### src/rtl/mem16_8_arbiter.sv
// mem16_8_arbiter: round-robin arbiter and sequencer that puts two requesters
// onto the single port of the 16x8 memory. Every output is registered. When
// no granted write is in progress, the memory is held in read (mem_rw=1).
module mem16_8_arbiter #(
  parameter int TIMEOUT = 8
) (
  input  logic       clk,
  input  logic       rst_n,
  input  logic       req0,
  input  logic       req1,
  input  logic       rw0,
  input  logic       rw1,
  input  logic [3:0] addr0,
  input  logic [3:0] addr1,
  input  logic [7:0] wdata0,
  input  logic [7:0] wdata1,
  output logic       gnt0,
  output logic       gnt1,
  output logic       done0,
  output logic       done1,
  output logic [7:0] rdata0,
  output logic [7:0] rdata1,
  output logic       err0,
  output logic       err1,
  output logic       busy,
  output logic       mem_rw,
  output logic [3:0] mem_addr,
  output logic [7:0] mem_data_in,
  input  logic [7:0] mem_data_out,
  input  logic       mem_data_valid
);

  typedef enum logic [1:0] {IDLE, ACCESS, RESP} state_t;

  localparam logic [7:0] TIMEOUT_M1 = 8'(TIMEOUT - 1);

  state_t     state, state_nxt;
  logic       last_gnt;   // port granted most recently (1 = port 1)
  logic       win;        // port that owns the current transaction
  logic       cur_rw;     // captured rw of the current transaction
  logic [7:0] cnt;        // ACCESS cycles already spent on a read
  logic       grant0, grant1, acc_end, rd_hit, to_err;

  // The access phase ends on three conditions: a write, which always takes
  // one cycle; a read whose data is valid; or a read that has timed out.
  assign rd_hit = cur_rw & mem_data_valid;
  assign to_err = cur_rw & ~mem_data_valid;

  // Next state and grant decision. On contention, the port that was not
  // granted last time wins.
  always_comb begin
    state_nxt = state;
    grant0    = 1'b0;
    grant1    = 1'b0;
    acc_end   = 1'b0;
    case (state)
      IDLE: begin
        grant0 = req0 & (~req1 | last_gnt);
        grant1 = req1 & (~req0 | ~last_gnt);
        if (req0 | req1) state_nxt = ACCESS;
      end
      ACCESS: begin
        acc_end = ~cur_rw | mem_data_valid | (cnt == TIMEOUT_M1);
        if (acc_end) state_nxt = RESP;
      end
      RESP:    state_nxt = IDLE;
      default: state_nxt = IDLE;
    endcase
  end

  // State register
  always_ff @(posedge clk or negedge rst_n) begin
    if (!rst_n) state <= IDLE;
    else        state <= state_nxt;
  end

  // Capture the request at grant time, then sequence the memory and report back
  always_ff @(posedge clk or negedge rst_n) begin
    if (!rst_n) begin
      last_gnt    <= 1'b1;
      win         <= 1'b0;
      cur_rw      <= 1'b1;
      cnt         <= '0;
      gnt0        <= 1'b0;
      gnt1        <= 1'b0;
      done0       <= 1'b0;
      done1       <= 1'b0;
      err0        <= 1'b0;
      err1        <= 1'b0;
      rdata0      <= '0;
      rdata1      <= '0;
      busy        <= 1'b0;
      mem_rw      <= 1'b1;
      mem_addr    <= '0;
      mem_data_in <= '0;
    end else begin
      gnt0  <= grant0;
      gnt1  <= grant1;
      done0 <= acc_end & ~win;
      done1 <= acc_end & win;
      busy  <= (state_nxt != IDLE);
      if (state == ACCESS) cnt <= cnt + 8'd1;
      if (grant0 | grant1) begin
        last_gnt    <= grant1;
        win         <= grant1;
        cnt         <= '0;
        cur_rw      <= grant1 ? rw1    : rw0;
        mem_rw      <= grant1 ? rw1    : rw0;
        mem_addr    <= grant1 ? addr1  : addr0;
        mem_data_in <= grant1 ? wdata1 : wdata0;
      end
      if (acc_end) begin
        // From this point, and through RESP and IDLE, the memory is held in read.
        mem_rw <= 1'b1;
        if (win) begin
          err1 <= to_err;
          if (rd_hit) rdata1 <= mem_data_out;
        end else begin
          err0 <= to_err;
          if (rd_hit) rdata0 <= mem_data_out;
        end
      end
    end
  end

endmodule
### config.mk
export PLATFORM = sky130hd
export DESIGN_NAME = mem16_8_arbiter
export DESIGN_NICKNAME = d
export VERILOG_FILES = /design/src/rtl/mem16_8_arbiter.sv
export SDC_FILE = /design/constraint.sdc
export NUM_CORES = 1
export LEC_CHECK = 0
export ABC_AREA = 1
export CORE_MARGIN = 10
export CORE_UTILIZATION = 35
export DETAILED_ROUTE_END_ITERATION = 10
export GPL_TIMING_DRIVEN = 0
export SLEW_MARGIN = 15
export SYNTH_ARGS = -nofsm -noshare
export SYNTH_HDL_FRONTEND = slang
export SYNTH_SLANG_ARGS = --single-unit
### constraint.sdc
create_clock -name clk -period 1.3 [get_ports clk]
set_input_delay 0.195 -clock clk [delete_from_list [all_inputs] [get_ports clk]]
set_output_delay 0.195 -clock clk [all_outputs]
set_load 0.01 [all_outputs]
==> metrics.md <==
| Metric | Value |
|---|---|
| Final Instance Count excl. Fillers | 406 |
| Worst Path Arrival | 1.06 ns |
| DP Wirelength | 4180 um |
| Tmin final | 1.26 ns |
| Hold Worst Slack | 0.375 ns |
| Critical Path Fanout Max | 2 |
| Met2 routed WL | 2870 um |
| Worst path cell trace | clkdlybuf4s15_2 |
| FF+latch area | 1230 um2 |
| Hold WC Path Type | in -> async |
| GR Util All Layers | 0.115 |
| Startpoint types | flip-flop |
| Global-route wire length before repair | 9280 um |
| Period utilization | 0.967 |
| GRT overflow | 0 |
| Layout cells sized above 1 | 0.224 |
| Largest net degree at the start of global routing | 34 |
| Top-area cell type share of the netlist area | 0.524 |
| Vias per Instance | 4.56 |
| Mean post-synth cell area | 9.39 um2 |
| RSZ-0062 raised after global routing | yes |
| Crit path max-delay family | flip-flops |
| Status | completed |
| Vias in the first global route | 1823 |
| TritonCTS Buffers | 5 |
| Port Buf Inserts | 74 |
| Max Fclk | 0.795 GHz |
| P_leak | 1.63 nW |
| Detailed-route via count | 1853 |
| Power density of the placed cells | 2050 nW/um2 |
| Worst Path Required | 1.11 ns |
| Slew margin rel. | 0.709 |
| Setup tns final | 0 ns |
| Post-Syn Instances | 234 |
| Seq/Total Area, Yosys | 0.559 |
| Routed wl met3 | 405 um |
| Top sig layer | met4 |
| DRC Markers | 0 |
| Top post-synthesis cells by area | dfrtp_1 (52%), nand2_1 (9.0%), o21ai_2 (7.2%) |
| # H-tree levels | 2 |
| Share of power burned in registers | 0.382 |
| Area of the multi-input gates | 860 um2 |
| Starting Density | 0.365 |
| Clk pin slew, worst setup/hold paths | 0.10 ns |
| Sink Count | 49 |
| Placed cells | 384 |
| NumNets Final | 370 |
| Critical path's slowest cell | dfstp_2 |
| P_int | 0.00409 W |
| # fillers | 568 |
| CTS root buffer | clkbuf_8 |
| Slew @ Worst Pin | 0.436 ns |
| CP Class | reg -> out |
| Sw Pwr | 0.00266 W |
| Clock Power Share | 0.134 |
| Util after Layout | 0.548 |
| Area added between synthesis and finish | 50.1% |
| Switching share of power | 0.394 |
| IO Pins | 75 |
| WP buf/inv | 1 |
| Max-slew violations | 0 |
| Clk_lat worst skew | 0.30 ns |
| Synth Register Bits | 49 |
| WP depth | 1 |
| Max-cap violations | 0 |
| RePlAce Congestion | 0.779 |
| VDD IR max | 0.000878 V |
| Area leader, netlist | dfrtp_1 |
| Post-Syn Nets | 274 |
| Initial drt markers | 38 |
| Layout Skew | 0.00601 ns |
| Deepest clock path buffer count | 2 |
| Cell area after synthesis | 2200 um2 |
| DIE AREA | 9850 um2 |
| Crit end category | output port |
| Final Hold Vio Count | 0 |
| Comb power frac | 0.484 |
| Yosys warnings | 0 |
| Post-route ant nets | 0 |
| Router iterations before antenna repair | 4 |
| Die Wd | 99.3 um |
| Setup ws final | 0.0427 ns |
| CTS tree | done |
| Std cell rows | 28 |
| Setup violators final | 0 |
| Place WS | -0.177 ns |
| Reg2reg path depth | 8 |
| M1 wire length | 2360 um |
| Number of diodes | 0 |
| CP max stage delay | 0.54 ns |
| Count of cell types in the netlist | 22 |
| Routed WL per cell | 14.1 um |
| Initial antenna violation count | 0 |
| Die Y | 99.3 um |
| Final wirelength | 5720 um |
| Core Area | 6030 um2 |
==> path summary, 6_finish.rpt <==
| check | from | slack [ns] | endpoint |
|---|---|---|---|
| worst min register to register | err1$_DFFE_PN0P_ | 0.48 | err1$_DFFE_PN0P_ |
| worst max register to register | state[0]$_DFF_PN0_ | 0.06 | cur_rw$_DFFE_PN1N_ |
| worst max-delay path | mem_rw$_DFFE_PN1P_ | 0.04 | mem_rw |
| max in group asynchronous | rst_n | 0.34 | cur_rw$_DFFE_PN1N_ |
| min in group clk | mem_data_out[6] | 0.47 | rdata0[6]$_DFFE_PN0P_ |
| worst min-delay path | rst_n | 0.37 | mem_addr[1]$_DFFE_PN0N_ |
==> area by class of cell <==
type                            instances  area share
Timing Repair Buffer                   88       0.252
Clock inverter                          3     0.00531
Multi-Input combinational cell        149       0.261
Timing Repair inverter                  1     0.00152
Tap cell                               75      0.0284
Sequential cell                        49       0.373
Inverter                               28      0.0334
Clock buffer                            5      0.0209
Buffer                                  8      0.0254
==> Yosys cell counts, drive strengths merged <==
cell,n
nand4,5
nor2,21
o21ai,53
inv,28
dfrtp,46
a21oi,4
buf,8
ha,1
nand3,10
nand2,54
nor3,1
dfstp,3
==> power by group through the flow <==
stage / clock, W / sequential [W] / combinational (W)
global placement: 0 / 0.00258 / 0.00324
CTS: 0.000942 / 0.00255 / 0.00293
global route: 0.000999 / 0.00266 / 0.00364
finish: 0.000902 / 0.00258 / 0.00327
detailed placement: 0 / 0.00259 / 0.00326
floorplan: 0 / 0.00282 / 0.00143
==> timing repair <==
action | 4_1_cts | 5_1_grt
gates cloned | 0 | 3
pin swaps | 1 | 8
hold buffers | 1 | 0
setup endpoints to repair | 39 | 27
setup buffers | 0 | 10
hold endpoints to repair | 16 | 0
gates resized for setup | 40 | 27
==> through the flow <==
stage	total power (W)	cell area (um2)
CTS	0.00642	3110
global route	0.00730	3300
floorplan	0.00425	2200
detailed placement	0.00585	3050
finish	0.00675	3300
global placement	0.00582	3030
==> cell usage in the layout, fill, tap and decap left out, types with 3 or more instances in the layout <==
cell / Yosys / layout
a21oi_1: 4 / 4
buf_4: 2 / 13
buf_6: 4 / 3
clkbuf_8: 0 / 5
clkdlybuf4s50_1: 0 / 37
dfrtp_1: 46 / 46
dfstp_2: 3 / 3
dlygate4sd2_1: 0 / 35
inv_1: 25 / 22
inv_2: 2 / 4
nand2_1: 53 / 50
nand3_1: 9 / 6
nand3_2: 0 / 3
nand4_1: 3 / 3
nor2_1: 20 / 18
o21ai_0: 14 / 10
o21ai_1: 21 / 24
o21ai_2: 18 / 17
==> layer usage <==
metal / vias up / GRT usage
met3: 5 / 0.0422
li1: 948 / -
met5: - / 0
met4: 0 / 0.0430
met1: 856 / 0.138
met2: 44 / 0.186
==> registers in the layout, indices dropped and copies added (netlist names), 2 cells and up <==
signal and count:
cnt 8, mem_addr 4, mem_data_in 8, rdata0 8, rdata1 8, state 2
==> kinds of logic (layout without fill, tap and decap cells) <==
group                      after synthesis  count (layout)  synth area share
and+or+nand+nor                         91              91             0.194
AOI/OAI and AO/OA                       57              57             0.161
DFF                                     49              49             0.559
buffers and inverters                   36             133            0.0808
adders and majority gates                1               1           0.00569
(Power assumes the default switching activity.)
